## src/rtl/nvdla_glb_csb_pkg.sv

```systemverilog
// rtl/nvdla_glb_csb_pkg.sv - CSB request/response field layout shared by the GLB CSB slave
package nvdla_glb_csb_pkg;

  localparam int REQ_W           = 63;
  localparam int REQ_ADDR_LSB    = 0;
  localparam int REQ_ADDR_W      = 22;
  localparam int REQ_WDAT_LSB    = 22;
  localparam int REQ_WDAT_W      = 32;
  localparam int REQ_WRITE_BIT   = 54;
  localparam int REQ_NPOSTED_BIT = 55;
  localparam int REQ_SRCPRIV_BIT = 56;
  localparam int REQ_WRBE_LSB    = 57;
  localparam int REQ_WRBE_W      = 4;
  localparam int REQ_LEVEL_LSB   = 61;
  localparam int REQ_LEVEL_W     = 2;

  localparam int RESP_W      = 34;
  localparam int RESP_RDAT_W = 32;

  localparam logic RESP_TYPE_RD = 1'b0;
  localparam logic RESP_TYPE_WR = 1'b1;

endpackage

```

## src/rtl/nvdla_glb_resp_pipe.sv

```systemverilog
// rtl/nvdla_glb_resp_pipe.sv - LAT-stage valid+data response delay line, async active-low reset
module nvdla_glb_resp_pipe #(
  parameter int LAT = 1,
  parameter int W   = 34
) (
  input  logic         nvdla_core_clk,
  input  logic         nvdla_core_rstn,
  input  logic         i_valid,
  input  logic [W-1:0] i_pd,
  output logic         o_valid,
  output logic [W-1:0] o_pd
);

  logic [LAT-1:0] r_vld;
  logic [W-1:0]   r_pd [LAT];

  // Data only advances alongside a valid entry, so the output holds its last response on bubbles.
  always_ff @(posedge nvdla_core_clk or negedge nvdla_core_rstn) begin
    if (!nvdla_core_rstn) begin
      r_vld <= '0;
      for (int i = 0; i < LAT; i++) r_pd[i] <= '0;
    end else begin
      r_vld[0] <= i_valid;
      if (i_valid) r_pd[0] <= i_pd;
      for (int i = 1; i < LAT; i++) begin
        r_vld[i] <= r_vld[i-1];
        if (r_vld[i-1]) r_pd[i] <= r_pd[i-1];
      end
    end
  end

  assign o_valid = r_vld[LAT-1];
  assign o_pd    = r_pd[LAT-1];

endmodule

```

## src/rtl/nvdla_glb_csb_regs.sv

```systemverilog
// rtl/nvdla_glb_csb_regs.sv - GLB CSB slave register file; NVDLA_GLB_CSB_REGS_ACC_CNT_EN adds an access counter
module nvdla_glb_csb_regs
  import nvdla_glb_csb_pkg::*;
#(
  parameter logic [21:0] BASE_ADDR = 22'h0,
  parameter int          NUM_REGS  = 8,
  parameter logic [31:0] ID_VALUE  = 32'h0000_0001,
  parameter int          RESP_LAT  = 1
) (
  input  logic              nvdla_core_clk,
  input  logic              nvdla_core_rstn,
  input  logic              csb2gec_req_pvld,
  output logic              csb2gec_req_prdy,
  input  logic [REQ_W-1:0]  csb2gec_req_pd,
  output logic              gec2csb_resp_valid,
  output logic [RESP_W-1:0] gec2csb_resp_pd
);

  logic [REQ_ADDR_W-1:0] w_addr;
  logic [REQ_WDAT_W-1:0] w_wdat;
  logic [REQ_WRBE_W-1:0] w_wrbe;
  logic                  w_write;
  logic                  w_nposted;
  logic                  w_unused_fields;
  logic [REQ_ADDR_W-1:0] w_idx;
  logic                  w_above;
  logic                  w_reg_hit;
  logic                  w_wr_acc;
  logic [31:0]           w_rdat;
  logic                  w_err;
  logic                  w_resp_vld;
  logic [RESP_W-1:0]     w_resp_pd;
  logic [31:0]           r_regs [1:NUM_REGS-1];

  assign w_addr          = csb2gec_req_pd[REQ_ADDR_LSB +: REQ_ADDR_W];
  assign w_wdat          = csb2gec_req_pd[REQ_WDAT_LSB +: REQ_WDAT_W];
  assign w_wrbe          = csb2gec_req_pd[REQ_WRBE_LSB +: REQ_WRBE_W];
  assign w_write         = csb2gec_req_pd[REQ_WRITE_BIT];
  assign w_nposted       = csb2gec_req_pd[REQ_NPOSTED_BIT];
  assign w_unused_fields = ^{csb2gec_req_pd[REQ_SRCPRIV_BIT], csb2gec_req_pd[REQ_LEVEL_LSB +: REQ_LEVEL_W]};

  assign csb2gec_req_prdy = 1'b1;

  // Unsigned wrap makes addresses below BASE_ADDR land far out of range; w_above guards it explicitly.
  assign w_idx     = w_addr - BASE_ADDR;
  assign w_above   = (w_addr >= BASE_ADDR);
  assign w_reg_hit = w_above && (w_idx < REQ_ADDR_W'(NUM_REGS));
  assign w_wr_acc  = csb2gec_req_pvld && w_write;

  always_ff @(posedge nvdla_core_clk or negedge nvdla_core_rstn) begin
    if (!nvdla_core_rstn) begin
      for (int i = 1; i < NUM_REGS; i++) r_regs[i] <= '0;
    end else if (w_wr_acc && w_reg_hit) begin
      for (int i = 1; i < NUM_REGS; i++) begin
        for (int k = 0; k < REQ_WRBE_W; k++) begin
          if (w_idx == REQ_ADDR_W'(i) && w_wrbe[k]) r_regs[i][8*k +: 8] <= w_wdat[8*k +: 8];
        end
      end
    end
  end

`ifdef NVDLA_GLB_CSB_REGS_ACC_CNT_EN
  logic        w_cnt_hit;
  logic [31:0] r_acc_cnt;

  assign w_cnt_hit = w_above && (w_idx == REQ_ADDR_W'(NUM_REGS));

  // A write to the counter clears it and replaces that request's own increment.
  always_ff @(posedge nvdla_core_clk or negedge nvdla_core_rstn) begin
    if (!nvdla_core_rstn) begin
      r_acc_cnt <= '0;
    end else if (csb2gec_req_pvld) begin
      if (w_write && w_cnt_hit) r_acc_cnt <= '0;
      else if (r_acc_cnt != 32'hFFFF_FFFF) r_acc_cnt <= r_acc_cnt + 32'd1;
    end
  end
`endif

  always_comb begin
    w_rdat = '0;
    w_err  = 1'b1;
    if (w_reg_hit) begin
      w_err = w_write && (w_idx == '0);
      if (w_idx == '0) w_rdat = ID_VALUE;
      for (int i = 1; i < NUM_REGS; i++) begin
        if (w_idx == REQ_ADDR_W'(i)) w_rdat = r_regs[i];
      end
    end
`ifdef NVDLA_GLB_CSB_REGS_ACC_CNT_EN
    else if (w_cnt_hit) begin
      w_err  = 1'b0;
      w_rdat = r_acc_cnt;
    end
`endif
  end

  assign w_resp_vld = csb2gec_req_pvld && (!w_write || w_nposted);
  assign w_resp_pd  = {(w_write ? RESP_TYPE_WR : RESP_TYPE_RD), w_err,
                       (w_write ? {RESP_RDAT_W{1'b0}} : w_rdat)};

  nvdla_glb_resp_pipe #(
    .LAT (RESP_LAT),
    .W   (RESP_W)
  ) u_resp_pipe (
    .nvdla_core_clk  (nvdla_core_clk),
    .nvdla_core_rstn (nvdla_core_rstn),
    .i_valid         (w_resp_vld),
    .i_pd            (w_resp_pd),
    .o_valid         (gec2csb_resp_valid),
    .o_pd            (gec2csb_resp_pd)
  );

endmodule
```

## config.mk

```make
export PLATFORM = sky130hd
export DESIGN_NAME = nvdla_glb_csb_regs
export DESIGN_NICKNAME = d
export VERILOG_FILES = /design/src/rtl/nvdla_glb_csb_pkg.sv /design/src/rtl/nvdla_glb_resp_pipe.sv /design/src/rtl/nvdla_glb_csb_regs.sv
export SDC_FILE = /design/constraint.sdc
export NUM_CORES = 1
export LEC_CHECK = 0
export CAP_MARGIN = 20
export CORE_ASPECT_RATIO = 1.4
export CORE_MARGIN = 2
export CORE_UTILIZATION = 35
export DETAILED_ROUTE_END_ITERATION = 7
export GPL_TIMING_DRIVEN = 1
export SYNTH_ARGS = -nofsm -noshare
export SYNTH_HDL_FRONTEND = slang
export SYNTH_HIERARCHICAL = 1
export SYNTH_SLANG_ARGS = --single-unit
```

## constraint.sdc

```tcl
create_clock -name nvdla_core_clk -period 3.2 [get_ports nvdla_core_clk]
set_clock_uncertainty 0.1 [all_clocks]
set_input_delay 0.64 -clock nvdla_core_clk [delete_from_list [all_inputs] [get_ports nvdla_core_clk]]
set_output_delay 0.64 -clock nvdla_core_clk [all_outputs]
set_load 0.02 [all_outputs]
```

; ---- After elaboration in Yosys (flattened, before gate mapping)
; Cells that the tools add are included.
; W data, S select, Z words.
[totals]
wordCells = 115
input_bits = 66
regBits = 259
[op_classes]
n_reduce_logical = 64
n_mux = 12
eq_ne = 7
magnitude_cmp = 2
[ops]
columns = cell, n
row1 = $mux W32, 9
row2 = $eq A22 B3 Y1 const B, 4
row3 = $reduce_and A2 Y1, 28
row4 = $eq A22 B2 Y1 const B, 2
row5 = $logic_and A1 B1 Y1, 33
row6 = $eq A22 B1 Y1 const B, 1
row7 = $ge A22 B1 Y1 const B, 1
row8 = $logic_not A22 Y1, 1
row9 = $lt A22 B4 Y1 const B, 1
row10 = $mux W1, 3
row11 = $logic_not A1 Y1, 1
row12 = $logic_or A1 B1 Y1, 1

; ---- Longest topological paths before layout
[logic_depth]
ltp_word = 11
mapped_depth = 9
ltp_nobuf = 6

; ---- Hierarchy
; Netlist, hierarchy kept.
[by_module_without_submodules]
columns = module, area_each_um2, cells_per_inst, seq_area_each_um2, n_inst
row1 = nvdla_glb_csb_regs, 10721.5, 823, 5605.4, 1
row2 = nvdla_glb_resp_pipe, 1442.6, 73, 875.8, 1

; ---- Worst setup path after synthesis
; No wires, ideal clock.
[synth_path]
kind = input port to flip-flop
start = input port csb2gec_req_pd[21]
end = register u_resp_pipe.r_pd (netlist bit u_resp_pipe/o_pd[16])
t_arrival_ns = 2.460
cell_stages = 7
required_ns = 2.975
path_buffers = 1
path_slack_ns = 0.515
cell_sequence = nor4_2 -> nand4_2 -> nor2_2 -> nand3_1 -> clkbuf_1 -> o211a_1 -> mux2_4
[synth_via]
elab_chain_cells = 10
word_cells_on_any_way = 19
cone_classes = 2 x order compare / 7 x eq/ne / 9 x mux / 1 x reduce/logical
[synth_rtl]
columns = element, line_no
row1 = start: declaration, nvdla_glb_csb_regs.sv:14  ; input logic [REQ_W-1:0] csb2gec_req_pd,
row2 = $eq A22 B1 Y1, nvdla_glb_csb_regs.sv:86  ; if (w_idx == REQ_ADDR_W'(i)) w_rdat = r_regs[i];
row3 = $mux W32 (7 in series), nvdla_glb_csb_regs.sv:86
row4 = $mux W32 (*), nvdla_glb_csb_regs.sv:82  ; if (w_reg_hit) begin
row5 = $mux W32 (*), nvdla_glb_csb_regs.sv:99  ; (w_write ? {RESP_RDAT_W{1'b0}} : w_rdat)};
row6 = named net w_resp_pd[16], nvdla_glb_csb_regs.sv:32  ; logic [RESP_W-1:0] w_resp_pd;
row7 = end signal: indexed assignment, nvdla_glb_resp_pipe.sv:27  ; if (r_vld[i-1]) r_pd[i] <= r_pd[i-1];
row8 = end: declaration, nvdla_glb_resp_pipe.sv:15  ; logic [W-1:0] r_pd [LAT];
; The timed path passes the listed nets; every way through them passes the cells marked *.
; A chain may end at the register's enable or synchronous reset.

; ---- Worst setup path after layout
[layout_path]
start = input port csb2gec_req_pd[13]
end = register r_regs[93] (netlist bit)
[layout_via]
elab_chain_cells = 4
word_cells_on_any_way = 7
cone_classes = 2 x order compare / 1 x eq/ne / 4 x reduce/logical
[layout_rtl]
columns = element, line_no
row1 = $ge A22 B1 Y1 or $lt A22 B4 Y1 (tied branches), "nvdla_glb_csb_regs.sv:46, nvdla_glb_csb_regs.sv:47"
row2 = $logic_and A1 B1 Y1, nvdla_glb_csb_regs.sv:47  ; assign w_reg_hit = w_above && (w_idx < REQ_ADDR_W'(NUM_REGS));
row3 = $logic_and A1 B1 Y1, nvdla_glb_csb_regs.sv:53  ; end else if (w_wr_acc && w_reg_hit) begin
row4 = $reduce_and A2 Y1 (no line) (*), -
row5 = end signal: indexed assignment, nvdla_glb_csb_regs.sv:56  ; if (w_idx == REQ_ADDR_W'(i) && w_wrbe[k]) r_regs[i][8*k +: 8] <= w_wdat[8*k +: 8];
row6 = end: declaration, nvdla_glb_csb_regs.sv:33  ; logic [31:0] r_regs [1:NUM_REGS-1];
; Mark *: on every way between the ends. The rest lies on a longest branch, timed or not.

==> flow_metrics.py <==
metrics = {
    "power_and_ir_drop": {
        "power.leakage_uw": 0.00723,
        "power.density_nw_per_um2": 471,
        "ir_drop_uv": 375,
    },
    "setup_path": {
        "cp-start-kind": "input pin",
        "critPathCaptureType": "flip-flop",
        "crit_arrival_ns": 3.19,
        "critPathKind": "input pin to flip-flop",
        "worstRegToRegCells": 6,
        "worst_ep_required_time_ns": 3.52,
        "crit_fanout": 7,
    },
    "sta": {
        "finalCriticalPeriod_ns": 2.87,
        "worst_slew_pin_slew_ns": 0.675,
        "slew_headroom_pct": 55.0,
        "fmax_mhz": 348,
        "rsz0062_at_grt": "false",
        "period_share_pct": 89.8,
        "setup_violations": 0,
        "setup_ws_ns": 0.326,
        "hold_viol": 0,
        "final_max_slew_viol_count": 0,
    },
    "placement": {
        "pre_cts_slack_ns": -0.226,
        "post-dp-hpwl_um": 20400,
        "port_buffers": 97,
        "dp_cells": 1452,
        "gp_congestion": 0.792,
    },
    "logic_synthesis": {
        "synth_nets": 962,
        "syn_area_um2": 12200,
        "synth_top_family_by_area": "multiplexers",
        "ys_types": 48,
        "synth-seq-cells": 259,
        "synth_mux_area_share_pct": 26.9,
        "syn_inst": 896,
        "synthXorXnorAreaFrac_pct": 0,
        "synth-adder-area-share_pct": 0,
        "synth-edff-count": 0,
        "yosysWarnings": 6,
        "synth_compound_area_share_pct": 10.3,
        "avgSynthCellArea_um2": 13.6,
        "synthArstFlopShare_pct": 100,
        "yosysSeqAreaShare_pct": 53.3,
        "ys.flop_type": "dfrtp_1",
        "synthSimpleGateAreaFrac_pct": 6.68,
    },
    "global_route": {
        "track_usage_pct": 16.9,
        "grt_overflow": 0,
        "antenna_found_initial": 2,
        "grt_pass1_vias": 8272,
        "grt_pass1_wl_um": 48100,
        "grt_max_degree": 85,
    },
    "route": {
        "drc": 0,
        "vias": 7902,
        "vias_per_cell": 5.26,
        "wl_per_cell_um": 20.3,
        "drtIter0Drc": 425,
        "drtAntennaViolNets": 0,
        "routed_wl_um": 30500,
        "dr.pass1.iters": 4,
    },
    "finish": {
        "nets": 1096,
        "mostFrequentLayoutCell": "dfrtp_1",
        "synthToLayoutAreaGrowth_pct": 23.8,
        "most-common-layout-cells": "dfrtp_1 (259), mux2_2 (232), clkdlybuf4s50_1 (94)",
        "fin_cells": 1502,
        "num_antenna_cells": 0,
        "drive_gt1_share_pct": 39.3,
    },
    "clocking": {
        "cts_buffers": 27,
        "postCtsHoldBufs": 0,
        "clk_pin_slew_ns": 0.06,
        "postCtsSetupRepairBufs": 0,
        "root_buffer": "clkbuf_16",
        "cts_tree": "built",
        "clock_sinks": 259,
        "clock_latency_ns": 0.56,
        "cts_resized": 0,
        "htree_num_levels": 1,
        "clk_path_buf_depth": 3,
    },
    "floorplan": {
        "io_pins": 102,
        "die_area_um2": 36300,
        "core_um2": 34100,
        "start_util_pct": 35.6,
        "rows": 80,
        "dieHeight_um": 225,
        "fp.dieW_um": 162,
    },
    "run": {
        "drv_cap": 0,
    },
    "min_path": {
        "hp-class": "input pin to async pin",
    },
    "status": {
        "status": "finished, final reports clean",
    },
}
==> layer usage <==
layer	part of all wire [%]	track usage [%]	vias to the layer above
met4	1.9	4.46	4
met3	3.6	2.32	40
met5	0.082	0	-
met2	49	28.4	159
met1	46	23.1	4057
li1	-	-	3642
==> path summary, 6_finish.rpt <==
path,startpoint,end,slack (ns)
setup / recovery,csb2gec_req_pd[13],r_regs[93],0.33
hold / removal,nvdla_core_rstn,r_regs[169],0.01
setup reg to reg,r_regs[151],u_resp_pipe/o_pd[23],1.53
hold reg to reg,r_regs[197],r_regs[197],0.39
max in group asynchronous,nvdla_core_rstn,u_resp_pipe/o_pd[27],2.22
min in group nvdla_core_clk,r_regs[197],r_regs[197],0.39
==> per-stage QoR <==
step                      hold slack, ns  total power [uW]  TNS (ns)  area (um^2)  utilization (%)
after floorplan                    0.244              3510         0        12200                -
after global placement             0.374              3780     -3.32        14100             41.3
after detailed placement           0.381              3780     -7.34        14100             41.3
after CTS                         0.0193              7190         0        15100             44.1
after global routing              0.0477              7340         0        15100             44.1
final                            0.00955              7090         0        15100             44.1
==> power breakdown <==
part / internal [uW] / total, uW / switching (uW)
combinational: 166 / 436 / 269
clock: 2050 / 3370 / 1320
sequential: 3280 / 3280 / 0.904
==> logic make-up (layout without fill, tap and decap cells) <==
family                 count (synthesis)  in the layout
muxes                                275            275
other                                  1              1
AOI/OAI and AO/OA                    164            164
buffers and inverters                 65            220
and+or+nand+nor                      132            132
DFF                                  259            259
==> synthesized netlist by cell type, drive strengths merged, types with 2 or more instances <==
master   instances  share of area, %
nor2            66               2.1
and2             2              0.10
nor3             2             0.082
a2bb2oi          2              0.14
nand2            8              0.27
clkbuf          44               1.4
nand3            8              0.37
nand4            5              0.51
a211oi           3              0.19
a2111oi         22               1.6
o21ai            3              0.12
mux2i            3              0.25
nor4             8               1.2
a221oi           2              0.14
nand3b           8              0.74
mux2           266                26
mux4             6               1.1
and3             3              0.15
o211a           22               1.8
nor2b           12              0.62
o22ai           45               2.3
dfrtp          259                53
buf             20               1.4
o2bb2ai         22               1.6
nand2b           5              0.26
a31oi            2              0.10
a21oi           10              0.41
a22oi           29               1.8
==> critical path, cell delays in order <==
cell             delay (ns)
clkdlybuf4s50_1        0.40
nor4_1                 0.42
nand3_2                0.34
nor4_4                 0.40
buf_4                  0.19
nor2b_1                0.25
buf_4                  0.21
mux2_2                 0.34
==> registers in the layout (all words and copies together) (netlist names) <==
name and cells:
r_regs 224, u_resp_pipe/o_pd 34, u_resp_pipe/o_valid 1
==> layout make-up <==
cell class / instances / area (um^2)
Sequential cell: 259 / 6480
Clock inverter: 11 / 186
Fill cell: 3113 / 19100
Multi-Input combinational cell: 572 / 5360
Timing Repair Buffer: 169 / 1690
Inverter: 1 / 3.75
Clock buffer: 39 / 761
Tap cell: 451 / 564
(Power assumes the default switching activity.)
